## src/rtl/spi_read_sched_pkg.sv

```systemverilog
// Shared types and default sizing for the SPI read scheduler.
package spi_read_sched_pkg;
  localparam int NBIT_DEF = 32;
  localparam int ABIT_DEF = 8;
  localparam int DIV_DEF  = 5;

  typedef enum logic [2:0] {IDLE, SETUP, ADDR, DATA, HOLD, GAP} state_t;
endpackage

```

## src/rtl/spi_read_sched_if.sv

```systemverilog
// Requester handshake plus SPI pins of the read scheduler.
// slave: the scheduler side; master: requesters and the SPI device.
interface spi_read_sched_if
  import spi_read_sched_pkg::*;
#(
  parameter int NBIT = NBIT_DEF,
  parameter int ABIT = ABIT_DEF
);
  logic [1:0]           req;
  logic [1:0][ABIT-1:0] adr;
  logic [1:0]           ack;
  logic [NBIT-1:0]      rdata;
  logic                 busy;
  logic                 sclk;
  logic                 mosi;
  logic                 cs;
  logic                 miso;

  modport slave  (input req, adr, miso, output ack, rdata, busy, sclk, mosi, cs);
  modport master (output req, adr, miso, input ack, rdata, busy, sclk, mosi, cs);
endinterface

```

## src/rtl/spi_read_sched_shift_engine.sv

```systemverilog
// SPI bit engine: W bits of DIV-low/DIV-high sclk, mosi shifted MSB first,
// miso captured on each sclk rise; the last RW captured bits form din.
module spi_shift_engine #(
  parameter int W   = 40,
  parameter int RW  = 32,
  parameter int DIV = 5,
  parameter int BW  = $clog2(W + 1)
) (
  input  logic          clk,
  input  logic          rst,
  input  logic          load,
  input  logic          en,
  input  logic [W-1:0]  dout,
  input  logic          miso,
  output logic          sclk,
  output logic          mosi,
  output logic          bit_end,
  output logic          done,
  output logic [BW-1:0] bit_idx,
  output logic [RW-1:0] din
);
  localparam int DW = (DIV > 1) ? $clog2(DIV) : 1;

  logic [DW-1:0] div_cnt;
  logic          phase;
  logic          div_end;
  logic [W-1:0]  sh_out;

  assign div_end = (div_cnt == DW'(DIV - 1));
  assign sclk    = en & phase;
  assign mosi    = sh_out[W-1];
  assign bit_end = en & phase & div_end;
  assign done    = bit_end & (bit_idx == BW'(W - 1));

  // half-period timer; capture on the rising edge, shift out on the falling edge
  always_ff @(posedge clk) begin
    if (rst) begin
      div_cnt <= '0;
      phase   <= 1'b0;
      bit_idx <= '0;
      sh_out  <= '0;
      din     <= '0;
    end else if (load) begin
      div_cnt <= '0;
      phase   <= 1'b0;
      bit_idx <= '0;
      sh_out  <= dout;
    end else if (en) begin
      if (div_end) begin
        div_cnt <= '0;
        phase   <= ~phase;
        if (!phase) begin
          din <= {din[RW-2:0], miso};
        end else begin
          sh_out  <= {sh_out[W-2:0], 1'b1};
          bit_idx <= bit_idx + BW'(1);
        end
      end else begin
        div_cnt <= div_cnt + DW'(1);
      end
    end
  end
endmodule

```

## src/rtl/spi_read_sched.sv

```systemverilog
// Two-requester SPI read scheduler: arbitrate, send address, read one word,
// ack the requester as cs rises, then enforce a cs-high gap.
// Optional macro SPI_READ_SCHED_RR_EN: round-robin tie break (default fixed,
// requester 0 wins).
module spi_read_sched
  import spi_read_sched_pkg::*;
#(
  parameter int NBIT     = NBIT_DEF,
  parameter int ABIT     = ABIT_DEF,
  parameter int DIV      = DIV_DEF,
  parameter int CS_SETUP = 10,
  parameter int CS_HOLD  = 10,
  parameter int CS_GAP   = 4
) (
  input logic             clk,
  input logic             rst,
  spi_read_sched_if.slave bus
);
  localparam int W  = ABIT + NBIT;
  localparam int BW = $clog2(W + 1);

  state_t          state, nxt;
  logic [15:0]     cnt;
  logic            last;      // current / most recent grant
  logic            gnt;
  logic            load;
  logic            shifting;
  logic            eng_sclk, eng_mosi, bit_end, done;
  logic [BW-1:0]   bit_idx;
  logic [NBIT-1:0] din;
  logic [NBIT-1:0] rdata;
  logic [1:0]      ack;
  logic            cs, busy;

`ifdef SPI_READ_SCHED_RR_EN
  assign gnt = (bus.req == 2'b11) ? ~last : ~bus.req[0];
`else
  assign gnt = ~bus.req[0];
`endif

  assign load     = (state == IDLE) && (bus.req != 2'b00);
  assign shifting = (state == ADDR) || (state == DATA);

  // address bits go out first, the data phase keeps mosi high
  spi_shift_engine #(.W(W), .RW(NBIT), .DIV(DIV), .BW(BW)) u_eng (
    .clk     (clk),
    .rst     (rst),
    .load    (load),
    .en      (shifting),
    .dout    ({bus.adr[gnt], {NBIT{1'b1}}}),
    .miso    (bus.miso),
    .sclk    (eng_sclk),
    .mosi    (eng_mosi),
    .bit_end (bit_end),
    .done    (done),
    .bit_idx (bit_idx),
    .din     (din)
  );

  // state register and per-state cycle counter
  always_ff @(posedge clk) begin
    if (rst) begin
      state <= IDLE;
      cnt   <= '0;
    end else begin
      state <= nxt;
      cnt   <= (nxt != state) ? 16'd0 : cnt + 16'd1;
    end
  end

  // grant pointer and read data, the latter updated on entry to GAP (cs rise)
  always_ff @(posedge clk) begin
    if (rst) begin
      last  <= 1'b1;
      rdata <= '0;
    end else begin
      if (load) last <= gnt;
      if (state == HOLD && nxt == GAP) rdata <= din;
    end
  end

  // next state and control outputs
  always_comb begin
    nxt  = state;
    ack  = 2'b00;
    cs   = 1'b0;
    busy = 1'b1;
    case (state)
      IDLE: begin
        cs   = 1'b1;
        busy = 1'b0;
        if (bus.req != 2'b00) nxt = SETUP;
      end
      SETUP: if (cnt == 16'(CS_SETUP - 1)) nxt = ADDR;
      ADDR:  if (bit_end && bit_idx == BW'(ABIT - 1)) nxt = DATA;
      DATA:  if (done) nxt = HOLD;
      HOLD:  if (cnt == 16'(CS_HOLD - 1)) nxt = GAP;
      GAP: begin
        // cs-rise cycle carries the ack, then CS_GAP more cycles of gap
        cs = 1'b1;
        if (cnt == 16'd0) ack[last] = 1'b1;
        if (cnt == 16'(CS_GAP)) nxt = IDLE;
      end
      default: nxt = IDLE;
    endcase
  end

  assign bus.sclk  = eng_sclk;
  assign bus.mosi  = (state == SETUP || shifting) ? eng_mosi : 1'b1;
  assign bus.cs    = cs;
  assign bus.ack   = ack;
  assign bus.busy  = busy;
  assign bus.rdata = rdata;
endmodule
```

## src/flat_wrapper.sv

```systemverilog
// flat-port wrapper written by rule: the top's interface ports become plain ports
module spi_read_sched_flat import spi_read_sched_pkg::*;
#(
  parameter int NBIT     = NBIT_DEF,
  parameter int ABIT     = ABIT_DEF,
  parameter int DIV      = DIV_DEF,
  parameter int CS_SETUP = 10,
  parameter int CS_HOLD  = 10,
  parameter int CS_GAP   = 4
)
  (clk, rst, bus_req, bus_adr, bus_miso, bus_ack, bus_rdata, bus_busy, bus_sclk, bus_mosi, bus_cs);
  spi_read_sched_if #(.NBIT(NBIT), .ABIT(ABIT)) bus_i ();
  input logic clk;
  input logic rst;
  input wire logic [$bits(bus_i.req)-1:0] bus_req;
  input wire logic [$bits(bus_i.adr)-1:0] bus_adr;
  input wire logic [$bits(bus_i.miso)-1:0] bus_miso;
  output wire logic [$bits(bus_i.ack)-1:0] bus_ack;
  output wire logic [$bits(bus_i.rdata)-1:0] bus_rdata;
  output wire logic [$bits(bus_i.busy)-1:0] bus_busy;
  output wire logic [$bits(bus_i.sclk)-1:0] bus_sclk;
  output wire logic [$bits(bus_i.mosi)-1:0] bus_mosi;
  output wire logic [$bits(bus_i.cs)-1:0] bus_cs;
  assign bus_i.req = bus_req;
  assign bus_i.adr = bus_adr;
  assign bus_i.miso = bus_miso;
  assign bus_ack = bus_i.ack;
  assign bus_rdata = bus_i.rdata;
  assign bus_busy = bus_i.busy;
  assign bus_sclk = bus_i.sclk;
  assign bus_mosi = bus_i.mosi;
  assign bus_cs = bus_i.cs;
  spi_read_sched #(.NBIT(NBIT), .ABIT(ABIT), .DIV(DIV), .CS_SETUP(CS_SETUP), .CS_HOLD(CS_HOLD), .CS_GAP(CS_GAP)) u_core (.clk(clk), .rst(rst), .bus(bus_i));
endmodule
```

## config.mk

```make
export PLATFORM = sky130hd
export DESIGN_NAME = spi_read_sched_flat
export DESIGN_NICKNAME = d
export VERILOG_FILES = /design/src/rtl/spi_read_sched_pkg.sv /design/src/rtl/spi_read_sched_if.sv /design/src/rtl/spi_read_sched_shift_engine.sv /design/src/rtl/spi_read_sched.sv /design/src/flat_wrapper.sv
export SDC_FILE = /design/constraint.sdc
export NUM_CORES = 1
export LEC_CHECK = 0
export ABC_AREA = 1
export CELL_PAD_IN_SITES_DETAIL_PLACEMENT = 1
export CELL_PAD_IN_SITES_GLOBAL_PLACEMENT = 1
export CORE_MARGIN = 2
export CORE_UTILIZATION = 44
export DETAILED_ROUTE_END_ITERATION = 12
export PLACE_DENSITY = 0.86
export SYNTH_ARGS = -nofsm -noshare
export SYNTH_HDL_FRONTEND = slang
export SYNTH_SLANG_ARGS = --single-unit
```

## constraint.sdc

```tcl
create_clock -name clk -period 3.3 [get_ports clk]
set_clock_uncertainty 0.05 [all_clocks]
set_input_delay 0.33 -clock clk [delete_from_list [all_inputs] [get_ports clk]]
set_output_delay 0.33 -clock clk [all_outputs]
set_load 0.005 [all_outputs]
```

# Word-level counts from Yosys, hierarchy flattened
# Index checks and enable logic that the tools add are counted.
# word_totals
reg_bits,134
input_bits,21
out_inout_bits,38
# op_classes
addsub,3
order_cmp,3
n_eq_ne,12
n_mux,21
bitwise,6
n_reduce_logical,19
# op_table
op,count
40-bit 2-to-1 mux,4
3-bit 2-to-1 mux,7
3-bit one-hot mux with 6 select lines,1
16-bit by 1-bit adder with 16-bit output (second input constant),1
16-bit by 3-bit == test with 1-bit output (second input constant),1
16-bit by 4-bit == test with 1-bit output (second input constant),1
16-bit zero test,1
8-bit 2-to-1 mux,2
3-bit == test (second input constant),4
2-bit nonzero test,4
6-bit by 1-bit adder with 6-bit output (second input constant),1
3-bit by 2-bit == test with 1-bit output (second input constant),2
6-bit by 3-bit == test with 1-bit output (second input constant),1
6-bit == test (second input constant),1
3-bit AND reduction,2
2-bit OR reduction,3
1-bit logical AND,4
1-bit by 2-bit less-than comparator with 1-bit output (second input constant),2
1-bit 2-to-1 mux,4
2-bit 2-to-1 mux,2
4-bit AND reduction,1
3-bit by 1-bit adder with 3-bit output (second input constant),1
1-bit AND,3
3-bit by 1-bit == test with 1-bit output (second input constant),1
other kinds (7),10

# Logic depth before layout (Yosys ltp)
# depth
depth_word,9
depth_mapped,13
ltp_nobuf,12

# Hierarchy
# From an unflattened synthesis, not the netlist that was laid out.
# hier_totals
hier_cells,857
hier_area_um2,6217.2
# by_module_without_submodules
mod,n_inst,cells_per_inst,area_each_um2,seq_area_each_um2
spi_shift_engine,1,521,3707.3,1641.6
spi_read_sched,1,336,2509.9,1041.0

# Worst setup path before layout
# OpenSTA, ideal clock, no wires.
# synth_path
path_kind,register to register
start,register u_core.u_eng.div_cnt[0]
end,register u_core.cnt[2]
setup_ns,0.121
arrival_time_ns,1.530
required_ns,3.129
path_slack_ns,1.599
stages_incl_launch_ff,13
synth_period_minus_slack_ns,1.701
cell_sequence,dfxtp_1 > inv_1 > ha_1 > nand3_1 > nor2_4 > nand2_1 > nand2_1 > nand2_1 > nor2_2 > nand3_1 > nand3_4 > buf_12 > nor2_4
# synth_via
elab_chain_len,7
word_cells_on_any_way,9
classes_between,eq/ne (2); mux (3); bitwise (2); reduce/logical (2)
# synth_rtl
element,line,rtl
"start, declared",spi_read_sched_shift_engine.sv:24,logic [DW-1:0] div_cnt;
"start signal, assigned",spi_read_sched_shift_engine.sv:59,div_cnt <= div_cnt + DW'(1);
3-bit == test *,spi_read_sched_shift_engine.sv:29,assign div_end = (div_cnt == DW'(DIV - 1));
1-bit AND *,spi_read_sched_shift_engine.sv:32,assign bit_end = en & phase & div_end;
1-bit AND or 1-bit logical AND (tied branches),"spi_read_sched_shift_engine.sv:33, spi_read_sched.sv:95",
3-bit 2-to-1 mux (on tied branches),"spi_read_sched.sv:96, spi_read_sched.sv:95",
3-bit one-hot mux with 6 select lines *,spi_read_sched.sv:88,case (state)
3-bit inequality test *,spi_read_sched.sv:67,cnt <= (nxt != state) ? 16'd0 : cnt + 16'd1;
2-bit OR reduction (no line) *,n/a,
"end signal, assigned",spi_read_sched.sv:67,
"end, declared",spi_read_sched.sv:23,logic [15:0] cnt;
# Mark *: on every way between the ends. The rest lies on a longest branch, timed or not.
# A chain may end at the register's enable or synchronous reset.

# Worst setup path in the final report
# layout_path
start,register u_core.state[1]
end,output bus_ack[1]
# layout_via
elab_chain_len,2
# layout_rtl
element,line,rtl
"start, declared",spi_read_sched.sv:22,"state_t state, nxt;"
"start signal, assigned",spi_read_sched.sv:66,state <= nxt;
3-bit == test,spi_read_sched.sv:88,
2-bit 2-to-1 mux,spi_read_sched.sv:88,
"end, declared",flat_wrapper.sv:18,output wire logic [$bits(bus_i.ack)-1:0] bus_ack;
# Every way passes these cells.

==> impl_metrics.toml <==
[pwr]
leakage_nw = 2.53
powerDensity_nw_per_um2 = 583
peakVddDrop_mv = 0.358

[global_routing]
grt_pass1_wl_mm = 23.8
grt_overflow = 0
antenna_found_initial = 0
grt_max_degree = 69
grt_pass1_vias = 5196
globalRouteTotalUtil_pct = 22.4

[clock_tree]
hold_buffers = 0
cts_tree = "yes"
cts_made_buffers = 17
path_clk_slew_ns = 0.06
postCtsSetupBuffers = 0
cts_root_buffer = "clkbuf_16"
htree_num_levels = 4
clock_latency_ns = 0.42
cts_sinks = 134
clk_path_buf_depth = 2
ctsResizeCount = 0

[timing]
setup_viol = 0
fin_crit_sh_pct = 73.0
slew_violations = 0
tightest_slew_ns = 1.01
slew_headroom_pct = 32.8
min_period_ns = 2.41
hold_viol_final = 0
max_clock_freq_mhz = 415
tns_ns = 0
rsz0062_at_grt = "no"

[setup_path]
crit_end = "bus_ack[1]"
r2r_cells = 10
critPathKind = "reg -> out"
crit_start = "u_core.state[1]"
worstPathArrival_ns = 2.03
crit_required_ns = 2.92
critPathLaunchType = "register"
crit_fanout = 4
timing.rr.start = "u_core.u_eng.div_cnt[0]"
reg2reg_to = "u_core.u_eng.bit_idx[4]"
rrSetupSlack_ns = 0.98
cp-end-kind = "output pin"

[synthesis]
ys_seq_area_share_pct = 48.4
synth.top_cells.by_area = "dfxtp_1, a21oi_1, nand2_1"
ys_ff_latch = 134
synth_top_area_cell = "dfxtp_1"
netlist_instances = 724
yosysTopAreaCellShare_pct = 48.4
ys_warn_count = 0
syn_avg_cell_area_sq_um = 7.65
syn-cell-area_sq_um = 5540
syn-num-nets = 751
post_synth_num_cell_types = 28

[drt]
remaining_drc_errors = 0
drt-met1-wl_mm = 5.89
routed_wl_mm = 14.6
dr_wl_met2_mm = 7.93
drt-initial-drc-count = 354
route.vias.total = 4900
post_drt_via_cell_ratio = 5.17
wire_per_inst_microns = 15.4
ant_nets = 0
wl_met3_microns = 417
dr.pass1.iters = 4
dr.max_layer_used = "met4"

[floorplanning]
fp-row-count = 40
ioPinCount = 59
dieArea_sq_um = 13500
design.core.area_sq_um = 12200
chipHeight_microns = 116
start_util_pct = 45.5
die_w_microns = 116

[placed_design]
hpwl_mm = 9.17
post_dp_cell_area_sq_um = 6200
place.gp.congestion = 0.788
io_buffers = 58

[finish]
multi_input_area_sq_um = 2380
drive_gt1_share_pct = 8.08
final_cell_mix = "a21oi_1, dfxtp_1, nand2_1, inv_1, clkdlybuf4s50_1"
mostFrequentLayoutCell = "a21oi_1"
register_area_sq_um = 2680
area_delta_synth_final_pct = 23.7
nets = 795
num_antenna_cells = 0
fillCellCount = 1494
design_area_sq_um = 6850

[hold_path]
min-delay-start = "rst"
min_path_type = "in -> reg"

[status]
outcome = "completed"

[run]
max_cap_violations = 0
## synthesized netlist by cell type, drive strengths merged
cell,instances
a21o,1
nor3b,1
clkbuf,25
inv,74
a31oi,2
clkinv,3
dfxtp,134
xnor2,6
ha,6
nand4,6
xor2,11
nand3,53
or2,1
o21ai,45
a21oi,138
a211oi,4
nand2,136
nor3,5
buf,16
nor2,57
## power breakdown
group          internal (mW)  leakage [nW]  switching [mW]
Sequential              1.67          1.09          0.0297
Combinational         0.0889          1.12           0.152
Clock                   1.38         0.315           0.676
Total                   3.14          2.53           0.858
## routing by layer
layer	GRT usage, %	up-vias
met5	0	-
met4	9.29	0
met3	5.66	25
met2	41.8	81
met1	24.1	2351
li1	-	2443
## registers in the layout, summed over array words and instances (netlist names)
register	flops
u_core.u_eng.sh_out	40
u_core.bus.rdata	32
u_core.u_eng.din	32
u_core.cnt	16
u_core.u_eng.bit_idx	6
u_core.state	3
u_core.u_eng.div_cnt	3
u_core.last	1
u_core.u_eng.phase	1
## layout make-up
| type | instances | area share [%] |
|---|---|---|
| sequential | 134 | 39.1 |
| multi-input combinational | 472 | 34.8 |
| timing repair buffer | 66 | 9.28 |
| clock buffer | 24 | 7.47 |
| inverter | 77 | 4.22 |
| tap | 168 | 3.07 |
| clock inverter | 7 | 2.04 |
## worst min path at each step
stage / end / depth (start not counted) / slack [ns]
3_5_place_dp: u_core.bus.rdata[30] / 2 / 0.39
5_1_grt: u_core.state[2] / 4 / 0.27
6_report: u_core.state[2] / 4 / 0.24
4_1_cts: u_core.state[1] / 4 / 0.23
3_3_place_gp: u_core.bus.rdata[30] / 2 / 0.38
2_1_floorplan: u_core.u_eng.sh_out[34] / 2 / 0.39
## through the flow
stage	worst slack, ns	hold WS, ns	util, %	power (mW)	instances
after floorplan	1.60	0.387	-	1.89	724
after global placement	1.02	0.384	51.0	1.95	917
after detailed placement	0.854	0.389	51.0	1.97	917
after CTS	0.852	0.228	56.3	4.03	948
after global routing	0.724	0.271	56.3	4.13	948
final	0.891	0.240	56.3	4.00	948
## cell families after synthesis
family,Yosys count,share of synthesized area [%]
DFF,134,48.4
buffers and inverters,118,8.56
and+or+nand+nor,259,21.5
AOI/OAI and AO/OA,190,17.4
xor gates and xnor gates,17,2.69
adders and majority gates,6,1.36
## worst max-delay path, stage by stage, from the launching register on
cell	delay (ns)
dfxtp_1	0.37
inv_1	0.13
nand2_1	0.06
nor2_1	0.12
inv_1	0.07
nor3_1	0.12
nand3_1	0.11
nor2_1	0.12
clkdlybuf4s50_1	0.51
Note: power is estimated with default switching activity, not from simulation.
==> edit (same flow settings) <==
Add a define of `SPI_READ_SCHED_RR_EN`.
--- a/src/rtl/spi_read_sched.sv
+++ b/src/rtl/spi_read_sched.sv
@@ -4,2 +4,4 @@
 // requester 0 wins).
+`define SPI_READ_SCHED_RR_EN
+
 module spi_read_sched
Behaviour: no difference found for any inputs over 4 cycles, from zero or initial values and one cycle with rst high; that may be too few to reach the edited logic, so the function may still have changed.
==> edit against the unedited design <==
Synthesized area down 1.5%. Total power decreased by 6.9%. Cell area is 2.4% lower. Sequential cell count stayed put. Clock power down 14%. Synthesized cell count shrank 0.41%. Worst hold slack better by 0.15 ns. Core utilization shrank 0.90 points. Worst setup slack got worse by 0.22 ns. First-iteration DRC count down 30%. Wire length is 0.73% lower. Critical path type unchanged. Highest routed layer unchanged.
==> edit: results (changes against the unedited design) <==
Timing
  – Slew headroom: 0.266 (-0.0617)

Detailed routing
  – Via density per instance: 5.18 (+0.13%)
  – Count of TritonRoute iterations in the first routing pass: 4 (unchanged)
  – Iteration-0 DRC Markers: 249 (-30%)
  – Total detailed-routing wirelength: 14500 µm (-0.73%)

Setup path
  – CP max stage delay: 0.52 ns
  – Highest fanout seen on the critical path: 5 (+1)
  – Arrival time of the worst setup path: 2.25 ns (+0.22 ns)

Place
  – Port Buffer Count: 58 (unchanged)
  – Half-perimeter wire length of the detailed placement result: 9070 µm (-1.0%)
  – Routability Congestion: 0.821 (+4.1%)

Yosys
  – Adder-cell share of the synthesized area: 0.0138 (+0.000202)
  – Number of distinct library cells after synthesis: 29 (+3.6%)
  – Synth Area in XOR/XNOR: 0.0225 (-0.00441)
  – Sequential element share of the synthesized area: 0.492 (+0.00722)
  – Synthesized netlist net count: 748 (-0.40%)
  – Most area-consuming cells after synthesis: dfxtp_1 49%, a21oi_1 13%, nand2_1 7.4%
  – Synth top cells by count: 147 x a21oi_1, 134 x dfxtp_1, 108 x nand2_1, 71 x inv_1, 54 x o21ai_0
  – Post-synthesis compound-gate area fraction: 0.192 (+0.0180)

Clock tree
  – Inserted Clock Buffers: 17 (unchanged)
  – Deepest clock path buffer count: 2 (unchanged)
  – Number of buffers inserted by post-CTS setup repair: 0 (unchanged)
  – Quantity of gates resized following cts: 0 (unchanged)
  – Number of H-tree branching levels: 4 (unchanged)

Power
  – Internal power consumption: 2830 µW (-9.9%)
  – IR drop worst, VDD: 0.291 mV (-19%)
  – Leakage power summed over all cells: 0.00244 µW (-3.4%)

Worst hold path
  – Type of the worst min-delay path: reg -> reg

Final layout
  – Final Net Count: 793 (-0.25%)
  – Layout cells sized above 1: 0.0822 (+0.00139)
  – Count of inserted antenna diode cells: 0 (unchanged)

GRT
  – Via count of the first global-routing pass: 5243 (+0.90%)
  – GRT Total Usage: 0.228 (+0.00416)
  – Largest net degree at the start of global routing: 66 (-4.3%)
  – Wire length of the first global-routing pass: 24100 µm (+1.5%)

Outcome
  – Outcome: completed
==> edit: cell count changes in the layout (fill, tap and decap cells not counted), sizes merged, moves of 4 or more <==
cell and delta:
nor3 +4, nand2 -24, clkbuf -5, o21ai +9, nor2 +9, clkinv +7
a21oi +9
==> edit: final timing paths <==
path	startpoint	to	slack, ns	cells past startpoint
max	u_core.state[1]$_SDFF_PP0_	bus_ack[1]	0.67	8
min	u_core.bus.rdata[28]$_SDFFE_PP0P_	u_core.bus.rdata[28]$_SDFFE_PP0P_	0.39	2
max reg2reg	u_core.u_eng.div_cnt[0]$_SDFFE_PP0N_	u_core.cnt[0]$_SDFF_PP0_	1.10	12
min reg2reg	u_core.bus.rdata[28]$_SDFFE_PP0P_	u_core.bus.rdata[28]$_SDFFE_PP0P_	0.39	2
==> edit: power groups by stage <==
| stage | combinational, µW | sequential [µW] | clock (µW) |
|---|---|---|---|
| finish | 240 | 1710 | 1780 |
| global route | 272 | 1710 | 1870 |
| CTS | 242 | 1710 | 1790 |
| detailed placement | 238 | 1740 | 0 |
| global placement | 221 | 1740 | 0 |
| floorplan | 164 | 1730 | 0 |
==> edit: cells by family (layout without fill, tap and decap cells) <==
logic type | Yosys count | in the layout
AO/OA/AOI/OAI | 207 | 207
XOR/XNOR | 14 | 14
adder cells (fa/ha/maj) | 6 | 6
buffers and inverters | 116 | 174
flip-flops | 134 | 134
AND/OR/NAND/NOR | 244 | 244
==> edit: metal layers <==
layer	wire length [µm]	global-route usage
met1	6170	0.251
met2	7680	0.428
met3	331	0.0496
met4	268	0.0835
met5	0	0
==> edit: final cells by class <==
type,instances,area (µm²)
clock buffers,19,453
clock inverters,13,106
fillers,1470,5370
inverters,77,289
multi-input cells,471,2320
flip-flops and latches,134,2680
well taps,168,210
repair buffers,65,628
==> edit: through the flow <==
stage | hold slack (ns) | worst slack, ns | cell area [µm²] | std cells | power, µW
floorplan | 0.388 | 1.63 | 5460 | 721 | 1890
global placement | 0.381 | 1.11 | 6130 | 915 | 1960
detailed placement | 0.388 | 1.03 | 6130 | 915 | 1980
CTS | 0.397 | 0.660 | 6690 | 947 | 3740
global route | 0.413 | 0.501 | 6690 | 947 | 3850
finish | 0.392 | 0.673 | 6690 | 947 | 3720
==> edit: worst max-delay path, delay by kind of cell (launching register included) <==
family	cells	cell delay, ns
AND/OR/NAND/NOR	5	0.66
buffers and inverters	3	0.78
flip-flops	1	0.38
